## config.mk

```make
export PLATFORM = sky130hd
export DESIGN_NAME = add_sub_pipe
export DESIGN_NICKNAME = d
export VERILOG_FILES = /design/src/rtl/adder_pkg.sv /design/src/rtl/add_sub_pipe_stage.sv /design/src/rtl/add_sub_pipe.sv
export SDC_FILE = /design/constraint.sdc
export NUM_CORES = 1
export LEC_CHECK = 0
export CORE_ASPECT_RATIO = 2
export CORE_MARGIN = 5
export CORE_UTILIZATION = 50
export CTS_CLUSTER_SIZE = 30
export DETAILED_ROUTE_END_ITERATION = 10
export PLACE_DENSITY = 0.85
export SLEW_MARGIN = 40
export SYNTH_ARGS = -nofsm -noshare
export SYNTH_HDL_FRONTEND = slang
export SYNTH_HIERARCHICAL = 1
export SYNTH_SLANG_ARGS = --single-unit
```

## constraint.sdc

```tcl
create_clock -name clk -period 4.6 [get_ports clk]
set_input_delay 1.15 -clock clk [delete_from_list [all_inputs] [get_ports clk]]
set_output_delay 1.15 -clock clk [all_outputs]
set_load 0.05 [all_outputs]
```

## src/rtl/adder_pkg.sv

```systemverilog
// Shared types and default sizing for the add/sub pipeline.
package adder_pkg;

    typedef enum logic {
        OP_ADD = 1'b0,
        OP_SUB = 1'b1
    } op_e;

    localparam int ADD_W_DEF   = 9;
    localparam int ADD_LAT_DEF = 2;
    localparam int OVF_CNT_W   = 16;

endpackage

```

## src/rtl/add_sub_pipe_stage.sv

```systemverilog
// One valid/ready register slice; payload only loads with a valid beat.
// Latency 1 cycle; ready is combinational from dn_ready so a full slice still streams.
module add_sub_pipe_stage
    import adder_pkg::*;
#(
    parameter int DW = ADD_W_DEF + 2
) (
    input  logic          clk,
    input  logic          rst_n,
    input  logic          up_valid,
    output logic          up_ready,
    input  logic [DW-1:0] up_data,
    output logic          dn_valid,
    input  logic          dn_ready,
    output logic [DW-1:0] dn_data
);

    // Empty, or the current beat leaves this cycle: either way we can refill.
    assign up_ready = !dn_valid || dn_ready;

    always_ff @(posedge clk) begin
        if (!rst_n) begin
            dn_valid <= 1'b0;
            dn_data  <= '0;
        end else if (up_ready) begin
            dn_valid <= up_valid;
            if (up_valid) begin
                dn_data <= up_data;
            end
        end
    end

endmodule

```

## src/rtl/add_sub_pipe.sv

```systemverilog
// Pipelined unsigned add/subtract with carry/borrow flag; overflow counter under ADD_SUB_PIPE_OVF_CNT_EN.
// Latency LAT cycles; full backpressure, in_ready is combinational from out_ready through the stage chain.
module add_sub_pipe
    import adder_pkg::*;
#(
    parameter int W   = ADD_W_DEF,
    parameter int LAT = ADD_LAT_DEF
) (
    input  logic                 clk,
    input  logic                 rst_n,
    input  logic                 in_valid,
    output logic                 in_ready,
    input  logic                 in_op,
    input  logic [W-1:0]         in_a,
    input  logic [W-1:0]         in_b,
    output logic                 out_valid,
    input  logic                 out_ready,
    output logic [W:0]           out_data,
    output logic                 out_ovf,
    input  logic                 ovf_clr,
    output logic [OVF_CNT_W-1:0] ovf_cnt
);

    op_e        op;
    logic [W:0] sum;
    logic [W:0] diff;
    logic [W:0] res;

    assign op   = op_e'(in_op);
    assign sum  = {1'b0, in_a} + {1'b0, in_b};
    assign diff = {1'b0, in_a} - {1'b0, in_b};
    // Bit W is the carry for add and the borrow for subtract.
    assign res  = (op == OP_SUB) ? diff : sum;

    logic           vld [LAT+1];
    logic           rdy [LAT+1];
    logic [W+1:0]   dat [LAT+1];

    assign vld[0]   = in_valid;
    assign dat[0]   = {res[W], res};
    assign rdy[LAT] = out_ready;
    assign in_ready = rdy[0];

    for (genvar k = 0; k < LAT; k++) begin : g_stage
        add_sub_pipe_stage #(
            .DW(W + 2)
        ) u_stage (
            .clk      (clk),
            .rst_n    (rst_n),
            .up_valid (vld[k]),
            .up_ready (rdy[k]),
            .up_data  (dat[k]),
            .dn_valid (vld[k+1]),
            .dn_ready (rdy[k+1]),
            .dn_data  (dat[k+1])
        );
    end

    assign out_valid = vld[LAT];
    assign out_data  = dat[LAT][W:0];
    assign out_ovf   = dat[LAT][W+1];

`ifdef ADD_SUB_PIPE_OVF_CNT_EN
    logic [OVF_CNT_W-1:0] cnt;

    always_ff @(posedge clk) begin
        if (!rst_n) begin
            cnt <= '0;
        end else if (ovf_clr) begin
            cnt <= '0;
        end else if (out_valid && out_ready && out_ovf && (cnt != '1)) begin
            cnt <= cnt + 1'b1;
        end
    end

    assign ovf_cnt = cnt;
`else
    logic unused_ovf_clr;

    assign unused_ovf_clr = ovf_clr;
    assign ovf_cnt        = '0;
`endif

endmodule
```

== Yosys cells after proc, flatten, opt, wreduce, memory -nomap -nowiden ==
Cells that the tools add are included.
Word-level totals
  register bits after elaboration: 22
  latch bits: 0
  RAM bits: 0
  memory bits (read-only): 0
  output and inout bits: 29
  logic and storage cells: 13
  memories: 0
Operators by class
  add/subtract/negate cells: 2
  $mul: 0
  div/mod/pow operators: 0
  order comparisons: 0
  equality and inequality tests: 0
  shift operators: 0
  mux-type cells: 1
  bitwise logic cells: 0
  reduce and logical (&&, ||, !) cells: 6
Operators with widths (number)
  9-bit by 9-bit adder with 10-bit output: 1
  10-bit 2-to-1 mux: 1
  9-bit by 9-bit subtractor with 10-bit output: 1
  2-bit AND reduction: 2
  1-bit zero test: 2
  1-bit logical OR: 2

== Depth between registers and ports, before layout ==
  depth after elaboration: 4
  gate-level depth with buffers: 14
  mapped depth without buffers: 14

== By module ==
The synthesis kept the hierarchy.
By module, submodules not included
  add_sub_pipe_stage: times used 2, cells an instance 52, area each 486.7 µm², sequential area each 240.2 µm²
  add_sub_pipe: times used 1, cells an instance 99, area each 700.7 µm², sequential area each 0.0 µm²

== Worst setup path after synthesis ==
OpenSTA, ideal clock, no wires.
  path kind: input port to flip-flop
  from: input port in_b[3]
  to: register, netlist name g_stage[0].u_stage/dn_data[9]
  setup time: 0.120 ns
  arrival: 3.069 ns
  data required time: 4.480 ns
  slack: 1.412 ns
  stages: 13
  path buffers: 0
  path through: nor2_1 > nand2_1 > nor3_1 > nor2_1 > xnor2_1 > ha_1 > and2_1 > a221o_1 > a211oi_1 > o21a_1 > nor2_1 > nand2_1 > mux2i_1
RTL lines
  start, declared: line add_sub_pipe.sv:15  | input logic [W-1:0] in_b,

==> reports/metrics.csv <==
stage,metric,value,unit
outcome,outcome,"complete, no violations",
grt,pin count of the biggest net entering global routing,47,
timing,Rel. slew slack,64.6,%
worst_setup_path,critical-path maximum fanout,3,
timing,crit path time final,3.79,ns
logic_synthesis,Synth area leader,dfxtp_1,
logic_synthesis,synth unique cells,34,
timing,period utilization,82.5,%
routing,DRT antenna net count,0,
worst_setup_path,CP max stage cell,clkdlybuf4s50_1,
logic_synthesis,Synth top area share,28.7,%
clock_network,Clock Path Buffers,2,
logic_synthesis,post-synthesis register bit count,24,
worst_setup_path,"Arr. time, crit path",2.64,ns
timing,Clock Skew,0.00208,ns
placement,Port Buffers,35,
final_layout,# diodes,0,
clock_network,CTS Root Cell,clkbuf_8,
routing,drt first pass iters,4,
routing,DRT Wirelength,3.00,mm
final_layout,"Core Util, Final",62.8,%
power_and_ir_drop,LEAKAGE,0.869,nW
worst_setup_path,kind of critical path,in2out,
die,Site Rows,29,
power_and_ir_drop,Power per Cell Area,283,nW/um^2
die,die width,50.9,um
timing,Hold Fails Final Rpt,0,
flow_run,max cap viols,0,
clock_network,post-cts resize count,0,
grt,total gr overflow,0,
routing,routed length on met1,1.04,mm
worst_setup_path,Crit. End Element,primary output,
timing,Slew @ Worst Pin,0.530,ns
logic_synthesis,Synth Warn #,6,
timing,max-slew violations,0,
timing,final worst slack,0.806,ns
die,DIE AREA,4680,sq um
timing,setup TNS,0,ns
power_and_ir_drop,Peak VDD IR,163,uV
final_layout,layout cell share with drive strength beyond 1,3.85,%
grt,first-pass GRT wire length,4.80,mm
worst_setup_path,Critical Path Source Type,primary input,
routing,highest routed layer,met4,
clock_network,worst skew pair latency,0.25,ns
die,Core ar.,3190,sq um
worst_setup_path,Required @ worst endpoint,3.45,ns
placement,Place WS,0.696,ns
clock_network,CTS H-Tree Depth,1,
timing,Max Freq,264,MHz
logic_synthesis,"Seq/Total Area, Yosys",28.7,%
logic_synthesis,syn_area_per_cell,8.25,sq um
clock_network,clock sinks,24,
routing,DR vias,1347,
routing,number of violations reported at the end of detailed-routing iteration 0,23,
placement,dpl hpwl,2.52,mm
worst_setup_path,worst-path cell chain,"clkdlybuf4s50_1, nand2b_4, nand2b_4, clkdlybuf4s50_1",
timing,final setup vio count,0,
placement,global placement routability congestion,0.838,
final_layout,nets@finish,271,
grt,gr usage total,12.5,%
die,# IOs,53,
clock_network,"CTS clk-pin slew, worst paths",0.08,ns
clock_network,CTS buffer count,3,
clock_network,hold buffers post-CTS,0,
routing,DRC violations left,0,
logic_synthesis,dominant cells by area after synthesis,"dfxtp_1 (29%), mux2i_1 (14%), nand2_1 (10%), ha_1 (7.5%), buf_4 (7.2%)",
final_layout,P&R area growth vs syn,19.7,%
worst_setup_path,"Largest stage delay, worst path",0.79,ns
routing,WL/cell,11.3,um
hold_path,worst min path class,reg2reg,
routing,routed wl met3,158,um
power_and_ir_drop,Tot Pwr,0.000567,W
logic_synthesis,synthesized instance count,203,
grt,number of global-route vias before repair,1250,
grt,initial antenna violation count,0,
clock_network,CTS tree,yes,
logic_synthesis,Post-Syn Area,1670,sq um
die,initial core utilization,52.4,%
routing,Routed met2 length,1.72,mm
routing,vias per inst,5.08,
die,die height,91.8,um
timing,RSZ-0062 raised after global routing,no,
clock_network,Post-CTS Setup Inserts,0,
[routing by layer]
| layer | GRT usage [%] | vias up |
|---|---|---|
| met5 | 0 | - |
| met3 | 0.812 | 6 |
| met1 | 10.0 | 601 |
| li1 | - | 702 |
| met2 | 26.6 | 38 |
| met4 | 6.61 | 0 |
[layout make-up]
| cell class | instances | area, sq um |
|---|---|---|
| Sequential cell | 24 | 480 |
| Fill cell | 305 | 1190 |
| Multi-Input combinational cell | 162 | 1050 |
| Inverter | 9 | 33.8 |
| Clock buffer | 3 | 41.3 |
| Tap cell | 31 | 38.8 |
| Timing Repair Buffer | 36 | 358 |
[worst paths after layout]
| kind | from | end | slack, ns | depth (start not counted) |
|---|---|---|---|---|
| min | g_stage[1].u_stage/dn_data[4]$_SDFFE_PN0P_ | g_stage[1].u_stage/dn_data[4]$_SDFFE_PN0P_ | 0.46 | 2 |
| max | out_ready | in_ready | 0.81 | 4 |
| max reg2reg | g_stage[1].u_stage/dn_valid$_SDFFE_PN0P_ | g_stage[0].u_stage/dn_data[3]$_SDFFE_PN0P_ | 3.53 | 4 |
| min reg2reg | g_stage[1].u_stage/dn_data[4]$_SDFFE_PN0P_ | g_stage[1].u_stage/dn_data[4]$_SDFFE_PN0P_ | 0.46 | 2 |
[state kept, by name (all words and copies together), names as in the netlist]
register	count
g_stage.u_stage/dn_data	22
g_stage.u_stage/dn_valid	2
[worst max-delay path: cells and delay by family]
kind | cells | cell delay (ns)
and+or+nand+nor | 2 | 0.24
buffers and inverters | 2 | 1.25
[cell families (layout without fill, tap and decap cells)]
| group | after synthesis | count (layout) | synth area share (%) |
|---|---|---|---|
| AND/OR/NAND/NOR | 74 | 74 | 19.4 |
| buffers and inverters | 32 | 48 | 11.8 |
| AO/OA/AOI/OAI | 25 | 25 | 10.7 |
| flip-flops | 24 | 24 | 28.7 |
| multiplexers | 23 | 23 | 13.8 |
| XOR/XNOR | 13 | 13 | 6.80 |
| adder cells (fa/ha/maj) | 11 | 11 | 8.67 |
| other | 1 | 16 | 0.224 |
[synth_stat cells]
cell,n
a31oi_1,2
o21a_1,3
clkbuf_1,3
o21ai_0,3
nor2b_1,1
nor3_1,5
nand2b_4,2
a21o_1,1
nor2_1,15
inv_1,9
and2_1,2
a41oi_1,1
buf_6,2
o211a_1,1
a221o_1,1
fa_1,1
o31a_1,1
a21oi_1,6
a211oi_1,1
nand2_1,46
buf_4,16
ha_1,10
o41ai_2,1
and2_4,2
a41o_1,1
xnor2_1,12
conb_1,1
xor2_1,1
nand4_1,1
o21ai_1,1
a21boi_0,2
mux2i_1,23
dfxtp_1,24
buf_2,2
[layout by cell type (no fill, tap or decap), drive strengths merged, types with 2 or more instances in the layout]
master / n
a21boi: 2
a21oi: 6
a31oi: 2
and2: 4
clkbuf: 3
clkdlybuf4s50: 35
conb: 16
dfxtp: 24
ha: 10
inv: 9
mux2i: 23
nand2: 46
nand2b: 2
nor2: 15
nor3: 5
o21a: 3
o21ai: 4
xnor2: 12
[per-stage QoR]
| stage | instance area, sq um | hold slack (ns) | std cells |
|---|---|---|---|
| after global routing | 2000 | 0.478 | 265 |
| after global placement | 1960 | 0.443 | 262 |
| final | 2000 | 0.457 | 265 |
| after CTS | 2000 | 0.461 | 265 |
| after floorplan | 1730 | 0.435 | 218 |
| after detailed placement | 1960 | 0.449 | 262 |
[where the power goes]
group / leakage, nW / total, W / switching, W / internal, W
clock: 0.0216 / 0.000116 / 0.0000573 / 0.0000582
combinational: 0.651 / 0.000215 / 0.000126 / 0.0000896
sequential: 0.197 / 0.000236 / 0.00000928 / 0.000226
Note: power is estimated with default switching activity, not from simulation.
